File: src/rtl/iir_out_decim_pkg.sv
// ---------------------------------------------------------------------------
// iir_out_decim_pkg
//
// Shared definitions for the filter output stage and its FIFO:
//   clog2     - constant ceil(log2) used to size counters, pointers and the
//               accumulator growth bits
//   sat_max   - largest value representable in a signed word of a given width
//   sat_min   - smallest value representable in a signed word of a given width
//
// The saturation helpers return 64-bit values so callers can cast them to
// whatever internal width they compare against.
// ---------------------------------------------------------------------------
package iir_out_decim_pkg;

    // Ceil(log2(value)); clog2(1) = 0 so a decimation factor of one adds no
    // accumulator growth and no shift.
    function automatic int clog2(input int value);
        int result;
        int remaining;
        result    = 0;
        remaining = value - 1;
        while (remaining > 0) begin
            result++;
            remaining = remaining >> 1;
        end
        return result;
    endfunction

    // Upper clamp limit for a signed word of the given width.
    function automatic longint sat_max(input int width);
        return (longint'(1) <<< (width - 1)) - longint'(1);
    endfunction

    // Lower clamp limit for a signed word of the given width.
    function automatic longint sat_min(input int width);
        return -(longint'(1) <<< (width - 1));
    endfunction

endpackage

File: src/rtl/iir_sync_fifo.sv
// ---------------------------------------------------------------------------
// iir_sync_fifo
//
// Single-clock first-word-fall-through FIFO used to buffer decimated samples.
//
// Ports:
//   clk    rising-edge clock
//   rst    asynchronous active-low reset (empties the FIFO, clears dout)
//   push   write din this cycle; ignored when full unless a pop happens on
//          the same edge
//   pop    remove the head entry; ignored when empty
//   din    write data
//   dout   head-of-FIFO data; holds its last value while the FIFO is empty
//   count  number of stored entries (one bit wider than the pointers so
//          full and empty are distinguishable)
//   full   count == DEPTH
//   empty  count == 0
// ---------------------------------------------------------------------------
module iir_sync_fifo
    import iir_out_decim_pkg::*;
#(
    parameter int WIDTH = 16,
    parameter int DEPTH = 8
) (
    input  logic                    clk,
    input  logic                    rst,
    input  logic                    push,
    input  logic                    pop,
    input  logic [WIDTH-1:0]        din,
    output logic [WIDTH-1:0]        dout,
    output logic [clog2(DEPTH):0]   count,
    output logic                    full,
    output logic                    empty
);

    localparam int PW = clog2(DEPTH);
    localparam logic [PW:0] COUNT_FULL = (PW + 1)'(DEPTH);
    localparam logic [PW:0] COUNT_ONE  = (PW + 1)'(1);

    logic [WIDTH-1:0] r_mem [DEPTH];
    logic [PW-1:0]    r_rd_ptr;
    logic [PW-1:0]    r_wr_ptr;
    logic [PW:0]      r_count;
    logic [WIDTH-1:0] r_dout;

    logic             w_do_push;
    logic             w_do_pop;
    logic [PW-1:0]    w_rd_next;

    assign empty     = (r_count == '0);
    assign full      = (r_count == COUNT_FULL);
    assign w_do_pop  = pop && !empty;
    // A pop on the same edge frees the slot the push needs, so a full FIFO
    // still accepts the write in that case.
    assign w_do_push = push && (!full || w_do_pop);
    assign w_rd_next = r_rd_ptr + 1'b1;

    assign count = r_count;
    assign dout  = r_dout;

    // Storage carries no reset: its contents are only meaningful behind the
    // pointers, which are reset.
    always_ff @(posedge clk) begin
        if (w_do_push) begin
            r_mem[r_wr_ptr] <= din;
        end
    end

    // Pointers wrap naturally because DEPTH is a power of two.
    always_ff @(posedge clk or negedge rst) begin
        if (!rst) begin
            r_rd_ptr <= '0;
            r_wr_ptr <= '0;
            r_count  <= '0;
        end else begin
            if (w_do_push) begin
                r_wr_ptr <= r_wr_ptr + 1'b1;
            end
            if (w_do_pop) begin
                r_rd_ptr <= w_rd_next;
            end
            if (w_do_push && !w_do_pop) begin
                r_count <= r_count + 1'b1;
            end else if (w_do_pop && !w_do_push) begin
                r_count <= r_count - 1'b1;
            end
        end
    end

    // Registered head word. When more than one entry is stored, the entry
    // behind the head becomes visible after a pop. When the FIFO is empty,
    // or its only entry is being popped, a pushed word goes straight to the
    // head. Otherwise the head holds, which also keeps the last value
    // visible after the FIFO drains.
    always_ff @(posedge clk or negedge rst) begin
        if (!rst) begin
            r_dout <= '0;
        end else if (w_do_pop && (r_count > COUNT_ONE)) begin
            r_dout <= r_mem[w_rd_next];
        end else if (w_do_push && (empty || (w_do_pop && (r_count == COUNT_ONE)))) begin
            r_dout <= din;
        end
    end

endmodule

File: src/rtl/iir_out_decim.sv
// ---------------------------------------------------------------------------
// iir_out_decim
//
// Output stage behind the biquad cascade. Averages blocks of `decim` input
// samples (accumulate-and-dump), saturates each average to `out_width` bits
// and buffers it in a FIFO drained over a valid/ready handshake.
//
// Ports:
//   clk        rising-edge clock
//   rst        asynchronous active-low reset
//   in_valid   qualifies y_in
//   y_in       signed sample from the last biquad section
//   out_ready  consumer takes out_data this cycle
//   clr_flags  synchronous clear of both sticky flags
//   out_valid  FIFO holds at least one result
//   out_data   signed head-of-FIFO result (first-word-fall-through)
//   sat_flag   sticky: a block result was clamped
//   ovf_flag   sticky: a block result was dropped because the FIFO was full
// ---------------------------------------------------------------------------
module iir_out_decim
    import iir_out_decim_pkg::*;
#(
    parameter int bitwidth   = 32,
    parameter int out_width  = 16,
    parameter int decim      = 4,
    parameter int fifo_depth = 8
) (
    input  logic                        clk,
    input  logic                        rst,
    input  logic                        in_valid,
    input  logic signed [bitwidth-1:0]  y_in,
    input  logic                        out_ready,
    input  logic                        clr_flags,
    output logic                        out_valid,
    output logic signed [out_width-1:0] out_data,
    output logic                        sat_flag,
    output logic                        ovf_flag
);

    localparam int SHIFT = clog2(decim);
    // The accumulator grows by log2(decim) bits so a full block can never
    // overflow it.
    localparam int AW    = bitwidth + SHIFT;
    localparam int CW    = (SHIFT > 0) ? SHIFT : 1;
    localparam int FCW   = clog2(fifo_depth) + 1;

    localparam logic signed [AW-1:0] SAT_HI     = AW'(sat_max(out_width));
    localparam logic signed [AW-1:0] SAT_LO     = AW'(sat_min(out_width));
    localparam logic [CW-1:0]        LAST_COUNT = CW'(decim - 1);

    logic signed [AW-1:0]        r_acc;
    logic [CW-1:0]               r_count;
    logic                        r_sat;
    logic                        r_ovf;

    logic signed [AW-1:0]        w_y_ext;
    logic signed [AW-1:0]        w_sum;
    logic signed [AW-1:0]        w_res;
    logic signed [out_width-1:0] w_sat_val;
    logic                        w_clamp;
    logic                        w_dump;
    logic                        w_pop;
    logic                        w_drop;
    logic                        w_full;
    logic                        w_empty;
    logic [FCW-1:0]              w_fifo_count;
    logic [out_width-1:0]        w_fifo_dout;

    assign w_y_ext = AW'(y_in);
    assign w_sum   = r_acc + w_y_ext;
    // Arithmetic shift gives the floor of the block average, also for
    // negative sums.
    assign w_res   = w_sum >>> SHIFT;
    assign w_dump  = in_valid && (r_count == LAST_COUNT);

    // Clamp the block average into the output word.
    always_comb begin
        w_sat_val = w_res[out_width-1:0];
        w_clamp   = 1'b0;
        if (w_res > SAT_HI) begin
            w_sat_val = SAT_HI[out_width-1:0];
            w_clamp   = 1'b1;
        end else if (w_res < SAT_LO) begin
            w_sat_val = SAT_LO[out_width-1:0];
            w_clamp   = 1'b1;
        end
    end

    // Accumulate valid samples; on the last sample of a block the sum is
    // consumed by the dump and the accumulator restarts from zero. Idle
    // cycles leave the partial block untouched.
    always_ff @(posedge clk or negedge rst) begin
        if (!rst) begin
            r_acc   <= '0;
            r_count <= '0;
        end else if (in_valid) begin
            if (w_dump) begin
                r_acc   <= '0;
                r_count <= '0;
            end else begin
                r_acc   <= w_sum;
                r_count <= r_count + 1'b1;
            end
        end
    end

    assign w_pop  = out_ready && !w_empty;
    // A dump into a full FIFO is lost unless the consumer frees a slot on
    // the same edge.
    assign w_drop = w_dump && w_full && !w_pop;

    // Sticky flags: a set event on the same edge beats the clear.
    always_ff @(posedge clk or negedge rst) begin
        if (!rst) begin
            r_sat <= 1'b0;
            r_ovf <= 1'b0;
        end else begin
            if (w_dump && w_clamp) begin
                r_sat <= 1'b1;
            end else if (clr_flags) begin
                r_sat <= 1'b0;
            end
            if (w_drop) begin
                r_ovf <= 1'b1;
            end else if (clr_flags) begin
                r_ovf <= 1'b0;
            end
        end
    end

    iir_sync_fifo #(
        .WIDTH (out_width),
        .DEPTH (fifo_depth)
    ) u_fifo (
        .clk   (clk),
        .rst   (rst),
        .push  (w_dump),
        .pop   (w_pop),
        .din   (w_sat_val),
        .dout  (w_fifo_dout),
        .count (w_fifo_count),
        .full  (w_full),
        .empty (w_empty)
    );

    assign out_valid = (w_fifo_count != '0);
    assign out_data  = $signed(w_fifo_dout);
    assign sat_flag  = r_sat;
    assign ovf_flag  = r_ovf;

endmodule

File: config.mk
export PLATFORM = sky130hd
export DESIGN_NAME = iir_out_decim
export DESIGN_NICKNAME = d
export VERILOG_FILES = /design/src/rtl/iir_out_decim_pkg.sv /design/src/rtl/iir_sync_fifo.sv /design/src/rtl/iir_out_decim.sv
export SDC_FILE = /design/constraint.sdc
export NUM_CORES = 1
export LEC_CHECK = 0
export CAP_MARGIN = 10
export CORE_MARGIN = 2
export CORE_UTILIZATION = 50
export CTS_BUF_LIST = sky130_fd_sc_hd__clkbuf_8
export DETAILED_ROUTE_END_ITERATION = 6
export GPL_TIMING_DRIVEN = 1
export MAX_ROUTING_LAYER = met4
export PLACE_DENSITY = 0.69
export SYNTH_ARGS = -nofsm -noshare
export SYNTH_HDL_FRONTEND = slang
export SYNTH_SLANG_ARGS = --single-unit
File: constraint.sdc
create_clock -name clk -period 6.1 [get_ports clk]
set_input_delay 0.915 -clock clk [delete_from_list [all_inputs] [get_ports clk]]
set_output_delay 0.915 -clock clk [all_outputs]
set_load 0.005 [all_outputs]
==> impl_metrics.csv <==
group,metric,value,unit
synth,synth_fp_nets,805,
die,start_util,51.0,%
clock_tree,numCtsBuffers,17,
clock_tree,clk_pin_slew,0.11,ns
synth,yosys_warnings,0,
detailed_routing,viasPerCell,6.10,
setup_path,crit_slowest_cell,"or4_1",
timing,fin_crit,4.92,ns
clock_tree,post_cts_resized,0,
detailed_routing,wl,23400,µm
grt,grt_max_degree,65,
placement,port_buffers,55,
final_layout,postLayoutCoreUtil,56.7,%
timing,rsz0062_at_grt,"false",
timing,slew_viol_final,0,
power,p_clk_share,11.8,%
detailed_routing,via_count,6427,
power,p_sw_share,42.1,%
grt,grt_overflow,0,
die,dieArea,0.0210,mm²
outcome,status,"completed",
final_layout,fillers,1606,
synth,async_flop_share,33.3,%
detailed_routing,drt_iter0_drc,481,
clock_tree,clock_path_buffers,2,
final_layout,antenna_cells,0,
power,comb_power_share,54.9,%
final_layout,final_nets,853,
final_layout,mostFrequentLayoutCell,"edfxtp_1",
setup_path,crit_required,6.30,ns
die,pin_count,56,
placement,gp_congestion,0.945,
synth,ys_types,81,
timing,skew,0.0207,ns
clock_tree,cts_sinks,192,
timing,hold_violations,0,
synth,synth_top_area_share,38.6,%
timing,worstMarginPinSlew,1.21,ns
power,internal-power,3.79,mW
setup_path,cp_slowest_stage_delay,0.54,ns
setup_path,crit_type,"in -> reg",
power,p_seq_share,33.3,%
synth,synth-main-ff-cell,"edfxtp_1",
clock_tree,cts_tree,"yes",
timing,fin_crit_sh,80.7,%
power,p_switching,2.75,mW
timing,setup_viol,0,
clock_tree,cts_setup_buffers,0,
clock_tree,htreeDepth,4,
placement,hpwl,15700,µm
timing,setup_tns,0,ns
clock_tree,worstSkewPairLatency,0.46,ns
synth,synth-seq-cells,192,
hold_path,worstHoldPathType,"reg -> reg",
run,maxCapViolations,0,
die,chipHeight,145,µm
detailed_routing,first_pass_iters,5,
final_layout,layout-drive-gt1-share,20.9,%
final_layout,final_cell_mix,"edfxtp_1 (128), dfrtp_1 (63), clkdlybuf4s50_1 (54)",
detailed_routing,drcViolationCount,0,
setup_path,path_max_fanout,30,
clock_tree,hold_buffers,0,
timing,fmax,203,MHz
die,dieWidth,145,µm
power,ir_drop,253,µV
die,fp.coreArea,0.0195,mm²
synth,syn_area_per_cell,13.7,µm²
synth,yosysTopAreaCell,"edfxtp_1",
clock_tree,root_buffer,"clkbuf_8",
grt,antenna_found_initial,0,
detailed_routing,drt-wirelength-per-cell,22.3,µm
synth,synth_cells,727,
grt,grt_usage,23.8,%
synth,ys_seq_area_share,54.7,%
power,leakagePower,3.95,nW
die,rows,51,
grt,grt_pass1_wl,37500,µm
timing,whs,0.498,ns
setup_path,cp_common_cell,"o21ai_1",
timing,slew_headroom,19.0,%
setup_path,cp.arrival,5.12,ns
synth,yosys-top-cells-area,"edfxtp_1 (39%), dfrtp_1 (16%), mux4_2 (7.2%), ha_1 (5.0%), o2bb2ai_1 (2.2%)",
synth,netlist_area,0.00995,mm²
power,power.total,6.54,mW
setup_path,startpoint_type,"input port",
synth,synth_edf_count,128,
power,power_density,590,mW/mm²
setup_path,endpoint_kind,"register",
detailed_routing,ant_nets,0,
grt,first_global_vias,6854,
final_layout,syn2layout_area_growth,11.3,%
setup_path,crit_chain,"clkdlybuf4s50_1 > ha_1 > inv_1 > fa_1 > and2b_1 > o2111ai_2 > a21oi_1 > a31oi_1 > o21ai_1 > a41o_1 > xnor2_1 > or4_1 > o31a_1 > buf_4 > o21ai_1",
worst paths after layout:
kind                             from                  to  slack, ns  cells after the start
max                           y_in[0]  u_fifo.r_mem[2][8]       1.18                     15
min                        r_count[0]          r_count[0]       0.50                      1
max reg2reg                  r_acc[0]  u_fifo.r_mem[2][8]       1.67                     14
min reg2reg                r_count[0]          r_count[0]       0.50                      1
max in group asynchronous         rst  u_fifo.r_rd_ptr[0]       4.82                      2
min in group asynchronous         rst     u_fifo.count[0]       0.64                      2
worst max-delay path, delay by kind of cell:
family                     cells  cell delay (ns)
and+or+nand+nor                2             0.75
xor gates and xnor gates       1             0.18
adders and majority gates      2             0.41
AOI/OAI and AO/OA              7             2.08
buffers and inverters          3             0.76
synth_stat cells (12+ instances only):
cell / number
xor2_1: 21
inv_1: 16
clkbuf_1: 15
nand2_1: 33
dfrtp_1: 64
nand4_1: 18
o22ai_2: 15
a21oi_1: 30
edfxtp_1: 128
ha_1: 40
or2_2: 16
mux2_2: 19
o2bb2ai_1: 25
xnor2_1: 15
o21ai_0: 16
o21ai_1: 12
o22ai_1: 17
mux4_2: 32
nor2_1: 21
cell type report:
cell class | instances | area [µm²] | share of cell area (%)
Inverter | 17 | 63.8 | 0.576
Sequential cell | 192 | 5450 | 49.2
Clock buffer | 17 | 234 | 2.11
Multi-Input combinational cell | 481 | 4250 | 38.3
Clock inverter | 15 | 125 | 1.13
Timing Repair Buffer | 66 | 628 | 5.67
Tap cell | 265 | 332 | 2.99
per-layer routing:
layer | GRT usage [%] | share of wire [%] | vias up | wire length, µm
li1 | - | - | 2947 | -
met1 | 29.3 | 42 | 3267 | 9870
met2 | 40.9 | 52 | 180 | 12200
met3 | 3.36 | 3.9 | 33 | 907
met4 | 7.55 | 1.8 | 0 | 420
met5 | - | 0 | - | 0
per-stage QoR:
stage / instances / cell area, µm² / setup WS (ns)
after floorplan: 727 / 9950 / 1.83
after global placement: 1021 / 10700 / 0.897
after detailed placement: 1021 / 10700 / 0.723
after CTS: 1053 / 11100 / 1.20
after global routing: 1053 / 11100 / 0.931
final: 1053 / 11100 / 1.18
power by group through the flow:
| stage | Combinational (mW) | Clock [mW] | Sequential (mW) |
|---|---|---|---|
| floorplan | 2.66 | 0 | 2.15 |
| detailed placement | 3.58 | 0 | 2.21 |
| finish | 3.59 | 0.770 | 2.18 |
| global placement | 3.47 | 0 | 2.19 |
| global route | 3.92 | 0.839 | 2.21 |
| CTS | 3.59 | 0.788 | 2.18 |
sequential cells by signal, indices dropped and copies added, names as in the netlist:
signal and flops:
u_fifo.r_mem 128, r_acc 34, u_fifo.r_wr_ptr 3, r_count 2, u_fifo.r_rd_ptr 3, ovf_flag 1
u_fifo.dout 16, u_fifo.count 4, sat_flag 1
cell families after synthesis:
| family | share of synthesized area (%) |
|---|---|
| flops | 54.7 |
| mux | 9.89 |
| xor+xnor | 3.50 |
| fa+ha+maj | 5.23 |
| buf+inv | 3.00 |
| simple gates | 8.47 |
| compound gates | 15.2 |
(Power assumes the default switching activity.)
